<file path="config.mk">
export PLATFORM = sky130hd
export DESIGN_NAME = wb_retire_unit
export DESIGN_NICKNAME = d
export VERILOG_FILES = /design/src/rtl/wb_retire_unit_pkg.sv /design/src/rtl/wb_exc_prio.sv /design/src/rtl/wb_retire_unit.sv
export SDC_FILE = /design/constraint.sdc
export NUM_CORES = 1
export LEC_CHECK = 0
export BUFFER_PORTS_ARGS = -buffer_cell sky130_fd_sc_hd__buf_2
export CORE_MARGIN = 8
export CORE_UTILIZATION = 45
export DETAILED_ROUTE_END_ITERATION = 7
export HOLD_SLACK_MARGIN = 0.12
export PLACE_DENSITY = 0.68
export SETUP_SLACK_MARGIN = 0.2
export SYNTH_ARGS = -nofsm -noshare
export SYNTH_HDL_FRONTEND = slang
export SYNTH_HIERARCHICAL = 1
export SYNTH_SLANG_ARGS = --single-unit
</file>
<file path="constraint.sdc">
create_clock -name clk -period 19.22 [get_ports clk]
set_input_delay 4.805 -clock clk [delete_from_list [all_inputs] [get_ports clk]]
set_output_delay 4.805 -clock clk [all_outputs]
set_load 0.02 [all_outputs]
</file>
<file path="src/rtl/wb_retire_unit_pkg.sv">
//==============================================================================
// Module      : wb_retire_unit_pkg
// Description : Exception-flag indices, exception codes and retire-entry
//               bus width shared by the write-back/retire stage.
// Revision    : 1.0 - initial release
//==============================================================================
`default_nettype none

package wb_retire_unit_pkg;

    localparam int EXC_NUM_DEF = 6;
    localparam int CSR_NUM_W   = 14;

    // Flag bit positions, listed in descending commit priority
    localparam int EXC_FLG_INT  = 0;
    localparam int EXC_FLG_ADEF = 1;
    localparam int EXC_FLG_INE  = 2;
    localparam int EXC_FLG_SYS  = 3;
    localparam int EXC_FLG_BRK  = 4;
    localparam int EXC_FLG_ALE  = 5;

    localparam logic [5:0] ECODE_INT = 6'h00;
    localparam logic [5:0] ECODE_ADE = 6'h08;
    localparam logic [5:0] ECODE_ALE = 6'h09;
    localparam logic [5:0] ECODE_SYS = 6'h0b;
    localparam logic [5:0] ECODE_BRK = 6'h0c;
    localparam logic [5:0] ECODE_INE = 6'h0d;

    localparam logic [8:0] ESUBCODE_ADEF = 9'h000;

    // Entry layout, MSB first: pc, gr_we, dest, result, csr_we, csr_wnum,
    // csr_wmask, csr_wdata, ertn, exc_flgs
    function automatic int retire_entry_w(input int data_w, input int rf_aw,
                                          input int exc_num);
        return 4 * data_w + rf_aw + exc_num + CSR_NUM_W + 3;
    endfunction

endpackage

`default_nettype wire

</file>
<file path="src/rtl/wb_exc_prio.sv">
//==============================================================================
// Module      : wb_exc_prio
// Description : Fixed-priority encoder from exception flags to ecode/esubcode.
// Revision    : 1.0 - initial release
//==============================================================================
`default_nettype none

module wb_exc_prio
    import wb_retire_unit_pkg::*;
#(
    parameter int EXC_NUM = EXC_NUM_DEF
) (
    input  logic [EXC_NUM-1:0] exc_flgs,
    output logic [5:0]         ecode,
    output logic [8:0]         esubcode
);

    always_comb begin
        ecode    = '0;
        esubcode = '0;
        if (exc_flgs[EXC_FLG_INT]) begin
            ecode = ECODE_INT;
        end else if (exc_flgs[EXC_FLG_ADEF]) begin
            ecode    = ECODE_ADE;
            esubcode = ESUBCODE_ADEF;
        end else if (exc_flgs[EXC_FLG_INE]) begin
            ecode = ECODE_INE;
        end else if (exc_flgs[EXC_FLG_SYS]) begin
            ecode = ECODE_SYS;
        end else if (exc_flgs[EXC_FLG_BRK]) begin
            ecode = ECODE_BRK;
        end else if (exc_flgs[EXC_FLG_ALE]) begin
            ecode = ECODE_ALE;
        end
    end

endmodule

`default_nettype wire

</file>
<file path="src/rtl/wb_retire_unit.sv">
//==============================================================================
// Module      : wb_retire_unit
// Description : In-order retire queue for the write-back stage with exception
//               resolution, flush generation, CSR hazard status and instret.
// Revision    : 1.0 - initial release
//==============================================================================
`default_nettype none

module wb_retire_unit
    import wb_retire_unit_pkg::*;
#(
    parameter int DATA_W  = 32,
    parameter int RF_AW   = 5,
    parameter int QDEPTH  = 2,
    parameter int EXC_NUM = EXC_NUM_DEF
) (
    input  logic                      clk,
    input  logic                      reset,
    input  logic                      ms_to_ws_valid,
    output logic                      ws_allowin,
    input  logic [DATA_W-1:0]         ms_pc,
    input  logic                      ms_gr_we,
    input  logic [RF_AW-1:0]          ms_dest,
    input  logic [DATA_W-1:0]         ms_result,
    input  logic                      ms_csr_we,
    input  logic [13:0]               ms_csr_wnum,
    input  logic [DATA_W-1:0]         ms_csr_wmask,
    input  logic [DATA_W-1:0]         ms_csr_wdata,
    input  logic                      ms_ertn,
    input  logic [EXC_NUM-1:0]        ms_exc_flgs,
    input  logic                      retire_stall,
    output logic                      rf_we,
    output logic [RF_AW-1:0]          rf_waddr,
    output logic [DATA_W-1:0]         rf_wdata,
    output logic [DATA_W-1:0]         debug_wb_pc,
    output logic [3:0]                debug_wb_rf_wen,
    output logic [RF_AW-1:0]          debug_wb_rf_wnum,
    output logic [DATA_W-1:0]         debug_wb_rf_wdata,
    output logic                      csr_we,
    output logic [13:0]               csr_wnum,
    output logic [DATA_W-1:0]         csr_wmask,
    output logic [DATA_W-1:0]         csr_wval,
    output logic                      wb_exc,
    output logic [5:0]                wb_ecode,
    output logic [8:0]                wb_esubcode,
    output logic [DATA_W-1:0]         wb_pc,
    output logic                      ertn_flush,
    output logic                      csr_pending,
    output logic [13:0]               csr_pending_wnum,
    output logic [$clog2(QDEPTH):0]   q_count,
    output logic [63:0]               instret
);

    localparam int PTR_W   = $clog2(QDEPTH);
    localparam int CNT_W   = PTR_W + 1;
    localparam int ENTRY_W = retire_entry_w(DATA_W, RF_AW, EXC_NUM);
    localparam int ERTN_B  = EXC_NUM;
    localparam int CWN_LO  = EXC_NUM + 1 + 2 * DATA_W;
    localparam int CWE_B   = CWN_LO + CSR_NUM_W;

    logic [ENTRY_W-1:0] entry_q [QDEPTH];
    logic [ENTRY_W-1:0] entry_d [QDEPTH];
    logic [QDEPTH-1:0]  valid_q, valid_d;
    logic [PTR_W-1:0]   head_q, head_d, tail_q, tail_d;
    logic [CNT_W-1:0]   count_q, count_d;
    logic [63:0]        instret_q, instret_d;

    logic [DATA_W-1:0]  h_pc, h_result, h_cwmask, h_cwdata;
    logic               h_gr_we, h_csr_we, h_ertn;
    logic [RF_AW-1:0]   h_dest;
    logic [13:0]        h_cwnum;
    logic [EXC_NUM-1:0] h_exc;
    logic               head_valid, commit, has_exc, ok_commit, flush, push;
    logic [5:0]         prio_ecode;
    logic [8:0]         prio_esubcode;
    logic [PTR_W-1:0]   scan_idx;

    assign {h_pc, h_gr_we, h_dest, h_result, h_csr_we, h_cwnum,
            h_cwmask, h_cwdata, h_ertn, h_exc} = entry_q[head_q];

    assign head_valid = valid_q[head_q];
    assign commit     = head_valid && !retire_stall;
    assign has_exc    = |h_exc;
    assign ok_commit  = commit && !has_exc;
    assign flush      = wb_exc || ertn_flush;
    // Occupancy comes from the registered count only; a pop this cycle does not free a slot
    assign ws_allowin = (count_q != CNT_W'(QDEPTH)) && !flush;
    assign push       = ms_to_ws_valid && ws_allowin;

    assign wb_exc      = commit && has_exc;
    assign ertn_flush  = ok_commit && h_ertn;
    assign wb_ecode    = wb_exc ? prio_ecode : 6'd0;
    assign wb_esubcode = wb_exc ? prio_esubcode : 9'd0;
    assign wb_pc       = head_valid ? h_pc : '0;

    assign rf_we    = ok_commit && h_gr_we;
    assign rf_waddr = head_valid ? h_dest : '0;
    assign rf_wdata = head_valid ? h_result : '0;

    assign csr_we    = ok_commit && h_csr_we;
    assign csr_wnum  = head_valid ? h_cwnum : '0;
    assign csr_wmask = head_valid ? h_cwmask : '0;
    assign csr_wval  = head_valid ? h_cwdata : '0;

    assign debug_wb_pc       = head_valid ? h_pc : '0;
    assign debug_wb_rf_wen   = {4{rf_we}};
    assign debug_wb_rf_wnum  = rf_waddr;
    assign debug_wb_rf_wdata = rf_wdata;

    assign q_count = count_q;
    assign instret = instret_q;

    wb_exc_prio #(
        .EXC_NUM (EXC_NUM)
    ) u_exc_prio (
        .exc_flgs (h_exc),
        .ecode    (prio_ecode),
        .esubcode (prio_esubcode)
    );

    // Walk oldest to youngest so the youngest csr_we entry sets the number
    always_comb begin
        csr_pending      = 1'b0;
        csr_pending_wnum = '0;
        scan_idx         = head_q;
        for (int i = 0; i < QDEPTH; i++) begin
            scan_idx = head_q + PTR_W'(i);
            if (valid_q[scan_idx] &&
                (entry_q[scan_idx][CWE_B] || entry_q[scan_idx][ERTN_B])) begin
                csr_pending = 1'b1;
            end
            if (valid_q[scan_idx] && entry_q[scan_idx][CWE_B]) begin
                csr_pending_wnum = entry_q[scan_idx][CWN_LO +: CSR_NUM_W];
            end
        end
    end

    always_comb begin
        head_d    = head_q;
        tail_d    = tail_q;
        count_d   = count_q;
        valid_d   = valid_q;
        entry_d   = entry_q;
        instret_d = instret_q;
        if (ok_commit) begin
            instret_d = instret_q + 64'd1;
        end
        if (flush) begin
            head_d  = '0;
            tail_d  = '0;
            count_d = '0;
            valid_d = '0;
        end else begin
            if (push) begin
                entry_d[tail_q] = {ms_pc, ms_gr_we, ms_dest, ms_result, ms_csr_we,
                                   ms_csr_wnum, ms_csr_wmask, ms_csr_wdata,
                                   ms_ertn, ms_exc_flgs};
                valid_d[tail_q] = 1'b1;
                tail_d          = tail_q + PTR_W'(1);
            end
            if (commit) begin
                valid_d[head_q] = 1'b0;
                head_d          = head_q + PTR_W'(1);
            end
            case ({push, commit})
                2'b10:   count_d = count_q + CNT_W'(1);
                2'b01:   count_d = count_q - CNT_W'(1);
                default: count_d = count_q;
            endcase
        end
    end

    always_ff @(posedge clk) begin
        if (reset) begin
            head_q    <= '0;
            tail_q    <= '0;
            count_q   <= '0;
            valid_q   <= '0;
            instret_q <= '0;
        end else begin
            head_q    <= head_d;
            tail_q    <= tail_d;
            count_q   <= count_d;
            valid_q   <= valid_d;
            instret_q <= instret_d;
        end
    end

    // Payload needs no reset: every consumer is gated by the entry valid bit
    always_ff @(posedge clk) begin
        entry_q <= entry_d;
    end

endmodule

`default_nettype wire

</file>
======== Word level (Yosys, flattened, before mapping) ========
Cells that the tools add are included.
cells by class
  add/sub/neg operators ................... 5
  $mul .................................... 0
  div/mod/pow operators ................... 0
  order comparisons ....................... 9
  eq/ne operators ......................... 3
  shift operators ......................... 0
  mux-type cells .......................... 38
  bitwise logic cells ..................... 7
  reduce and logical (&&, ||, !) cells .... 25
operator list
  operator               count
  $mux 156               4
  $bwmux 312             1
  $mux 86                3
  $demux 156 s1          1
  $mux 32                4
  $add 64x1->64 const B  1
  $mux 14                3
  $mux 6                 6
  $logic_and 1x1->1      15
  $mux 1                 8
  $ge 2x2->1 const B     3
  $lt 1x2->1 const B     3
  $mux 2                 3
  $not 1->2              3
  $reduce_or 6->1        1
  $mux 5                 1
  $mux 4                 1
  $pmux 2 s2             1
  $logic_not 1->1        3
  $logic_or 1x1->1       3
  $add 1x1->1 const B    2
  $add 2x1->2 const B    1
  $and 2x2->2            1
  $demux 1 s1            2
  12 further kinds       13
word-level totals
  bits in registers ....................... 382
  latch bits .............................. 0
  bits in writable memories ............... 0
  memory bits (read-only) ................. 0
  input bits .............................. 160
  output and inout bits ................... 321
  logic and storage cells ................. 94
  memories ................................ 0

======== Logic depth before layout (Yosys ltp) ========
  word-level depth ........................ 16
  mapped depth ............................ 10
  mapped depth without buffers ............ 9

======== Cells and area by module ========
The synthesis kept the hierarchy.
modules (own cells, without submodules)
  module          instances  cells an instance  area an instance (um^2)  seq. area each (um^2)
  wb_retire_unit  1          1243               16365.7                  10770.3
  wb_exc_prio     1          21                 150.1                    0.0

======== Least setup slack after synthesis ========
Ideal clock, no wire load.
  kind .................................... input to register
  start ................................... input retire_stall
  end ..................................... register entry_q[0] in the netlist's numbering, enable pin
  library setup time ...................... 0.674 ns
  data arrival time ....................... 11.716 ns
  data required time ...................... 18.546 ns
  path slack .............................. 6.830 ns
  stages on the path ...................... 4
  path buffers ............................ 1
  cells stage by stage .................... or2_2 -> clkbuf_1 -> o21bai_1 -> nor2_1
on the way
  longest elaborated chain between the ends .. 9
  elaborated cells on any way between the ends .. 11
  those cells by class .................... bitwise (1); reduce/logical (10)
ends and longest elaborated chain
  what                            RTL line               source
  from (decl)                     wb_retire_unit.sv:31   input logic retire_stall,
  $logic_not 1->1 (*)             wb_retire_unit.sv:82   assign commit = head_valid && !retire_stall;
  $logic_and 1x1->1 (*)           wb_retire_unit.sv:82
  $logic_and 1x1->1               wb_retire_unit.sv:84   assign ok_commit = commit && !has_exc;
  $logic_and 1x1->1               wb_retire_unit.sv:91   assign ertn_flush = ok_commit && h_ertn;
  $logic_or 1x1->1 (*)            wb_retire_unit.sv:85   assign flush = wb_exc || ertn_flush;
  $logic_not 1->1                 wb_retire_unit.sv:87   assign ws_allowin = (count_q != CNT_W'(QDEPTH)) && !flush;
  $logic_and 1x1->1               wb_retire_unit.sv:87
  $logic_and 1x1->1               wb_retire_unit.sv:88   assign push = ms_to_ws_valid && ws_allowin;
  $reduce_and 2->1 (no line) (*)  --
  to (signal assigned)            wb_retire_unit.sv:191  entry_q <= entry_d;
  to (decl)                       wb_retire_unit.sv:61   logic [ENTRY_W-1:0] entry_q [QDEPTH];
Mark *: on every way between the ends. The rest lies on a longest branch, timed or not.
A chain may end at the register's enable or synchronous reset.

======== Worst setup path in the final report ========
  start ................................... input retire_stall
  end ..................................... output wb_ecode[2]
on the way
  longest elaborated chain between the ends .. 4
ends and longest elaborated chain
  what               RTL line              source
  $logic_not 1->1    wb_retire_unit.sv:82
  $logic_and 1x1->1  wb_retire_unit.sv:82
  $logic_and 1x1->1  wb_retire_unit.sv:90  assign wb_exc = commit && has_exc;
  $mux 6             wb_retire_unit.sv:92  assign wb_ecode = wb_exc ? prio_ecode : 6'd0;
  to (decl)          wb_retire_unit.sv:44  output logic [5:0] wb_ecode,
Every way passes these cells.

==> impl_metrics.yaml <==
outcome:
  status: "finished clean"
power_and_ir_drop:
  peakVddDrop_uv: 93.1
  p_per_area_nw_per_um2: 110
  leakagePower_nw: 7.69
floorplanning:
  die_w_um: 208
  die_height_um: 208
  die_area_um2: 43100
  ios: 481
  start_util_pct: 45.4
  core_um2: 36300
  rows: 70
synth:
  ys_seq_elements: 382
  synth-main-ff-cell: "edfxtp_1"
  postSynthCellCount: 1264
  yosysTopAreaCellShare_pct: 56.7
  synth_edf_count: 312
  postSynth.asyncResetShare_pct: 0
  synth_area_leaders: "edfxtp_1 (57%), mux2i_1 (9.2%), dfxtp_1 (8.5%)"
  synth_cell_types: 56
  yosys.area.top_type: "edfxtp_1"
  synth_area_um2: 16500
  synth_common_cells: "edfxtp_1 (312), nor2_1 (188), mux2i_1 (151)"
  avgSynthCellArea_um2: 13.1
  yosys_warnings: 6
  ys_seq_area_share_pct: 65.2
  synthMostInstantiatedCell: "edfxtp_1"
cts:
  clk_path_buf_depth: 3
  h-tree-depth: 2
  clock_sinks: 382
  post_cts_buffers: 0
  clk_pin_slew_ns: 0.05
  worstSkewPairLatency_ns: 0.55
  cts-resized-gates: 0
  cts-root-buf: "clkbuf_16"
  cts_buffers: 42
  cts_tree: "done"
  cts_hold_buf: 0
routing:
  wl_um: 44900
  num_vias: 11559
  drc: 0
  firstDrtPassIters: 5
  vias_per_cell: 5.37
  wire_per_inst_um: 20.9
  drtIter0Drc: 865
  ant_nets: 0
critical_path:
  reg2reg_depth: 7
  cp.arrival_ns: 6.36
  critical_path.top_delay_family: "simple AND/OR/NAND/NOR gates"
  path_max_fanout: 16
  end_kind: "primary output"
  worstPathRequired_ns: 14.41
  slowest_delay_ns: 0.67
  cp_num_buf_inv: 2
  crit_slowest_cell: "nor2_1"
  worst_path_most_repeated_cell: "buf_2"
  crit_chain: "buf_2 -> or2_2 -> nor2_1 -> and2_1 -> buf_2"
  path_class: "primary input to primary output"
  crit_cells: 5
  startpoint_type: "primary input"
placement:
  dp_hpwl_um: 31900
  postPlaceCellArea_um2: 18700
  place_congestion: 0.837
  io_buffers: 469
finish:
  fin_area_um2: 20100
  layout.nets: 1809
  fillers: 3070
  seqCellArea_um2: 10800
  multiInputGateArea_um2: 4860
  area_growth_pct: 21.6
  layout-drive-gt1-share_pct: 34.0
timing:
  fin_crit_ns: 11.17
  slew_violations: 0
  finalCritPeriodShare_pct: 58.1
  max_freq_mhz: 89.5
  rsz0062_at_grt: "false"
  tns_ns: 0
  worstMarginPinSlew_ns: 1.20
  setup_viol: 0
  relSlewSlack_pct: 19.9
  fin_worst_skew_ns: 0.0184
  hold_viol_final: 0
hold_path:
  hold_path.class: "register to register"
  holdPathStages: 2
global_routing:
  groute.usage.overall_pct: 20.0
  grt-ovfl-total: 0
  antenna_found_initial: 13
  grtUsageMet1_pct: 23.2
  grt_pass1_wl_um: 68400
  grtUsageMet2_pct: 35.0
  grt_max_degree: 83
  use_met3_pct: 6.49
  grt.busiest_layer: "met2"
  grt_pass1_vias: 11793
job:
  max_cap_viol_count: 0
-- layout by cell type, fill, tap and decap left out, drive strengths merged, types with 3 or more instances in the layout --
cell and n:
buf 484, nor3 4, mux2i 152, nand2b 3
bufinv 3, clkinv 13, inv 13, nor2b 4
nand3 30, nand4 21, nand2 25, clkbuf 60
edfxtp 312, and3 7, conb 11, and4 6
or4 36, and2 16, nor2 188, mux2 9
xor2 5, a21oi 61, o2111ai 3, a211oi 7
or3 12, o31ai 32, nor4 8, a221oi 14
o21ai 16, a22oi 14, a2111oi 6, dfxtp 70
xnor2 15, diode 4
-- final timing paths --
kind / start / to / slack, ns
max: retire_stall / wb_ecode[2] / 8.05
min: instret[55]$_SDFFE_PP0P_ / instret[55]$_SDFFE_PP0P_ / 0.50
max reg2reg: head_q$_SDFFE_PP0P_ / entry_q[86]$_DFFE_PP_ / 14.42
min reg2reg: instret[55]$_SDFFE_PP0P_ / instret[55]$_SDFFE_PP0P_ / 0.50
-- worst min-delay path, stage by stage (launching register included) --
cell     delay [ns]
dfxtp_1        0.33
o31ai_1        0.07
a21oi_1        0.05
-- registers in the layout, summed over array words and instances, names as in the netlist --
name / flops
q_count: 2
instret: 64
entry_q: 312
head_q: 1
valid_q: 2
tail_q: 1
-- report_power, final --
part	internal [W]	leakage, nW	switching [W]
combinational	0.000116	3.56	0.000277
clock	0.000468	0.657	0.000314
sequential	0.000999	3.48	0.0000276
total	0.00158	7.69	0.000618
-- through the flow --
stage / total power (W) / setup slack [ns] / cells / util (%) / hold slack (ns)
after floorplan: 0.00133 / 6.83 / 1274 / - / 0.519
after global placement: 0.00144 / 8.12 / 2071 / 51.5 / 0.474
after detailed placement: 0.00144 / 8.06 / 2071 / 51.5 / 0.488
after CTS: 0.00223 / 8.05 / 2148 / 55.2 / 0.495
after global routing: 0.00229 / 7.92 / 2151 / 55.2 / 0.518
final: 0.00220 / 8.05 / 2152 / 55.2 / 0.497
-- logic make-up after synthesis --
| family | count (synthesis) | synth area share, % |
|---|---|---|
| multiplexers | 161 | 9.85 |
| AND/OR/NAND/NOR | 364 | 11.0 |
| flip-flops | 382 | 65.2 |
| adder cells (fa/ha/maj) | 2 | 0.151 |
| XOR/XNOR | 20 | 1.06 |
| buffers and inverters | 167 | 5.83 |
| AO/OA/AOI/OAI | 167 | 6.92 |
| other | 1 | 0.0227 |
-- cell type report --
class	instances	area share (%)
Inverter	12	0.224
Tap cell	468	2.92
Clock buffer	60	5.88
Sequential cell	382	53.7
Multi-Input combinational cell	725	24.2
Clock inverter	17	0.779
Antenna cell	4	0.0499
Timing Repair Buffer	484	12.3
-- metal layers --
| layer | wire length (um) | part of all wire (%) |
|---|---|---|
| met3 | 3550 | 7.9 |
| met4 | 807 | 1.8 |
| met5 | 107 | 0.24 |
| met2 | 22900 | 51 |
| met1 | 17600 | 39 |
No activity file was read; power rests on OpenSTA's default activity.
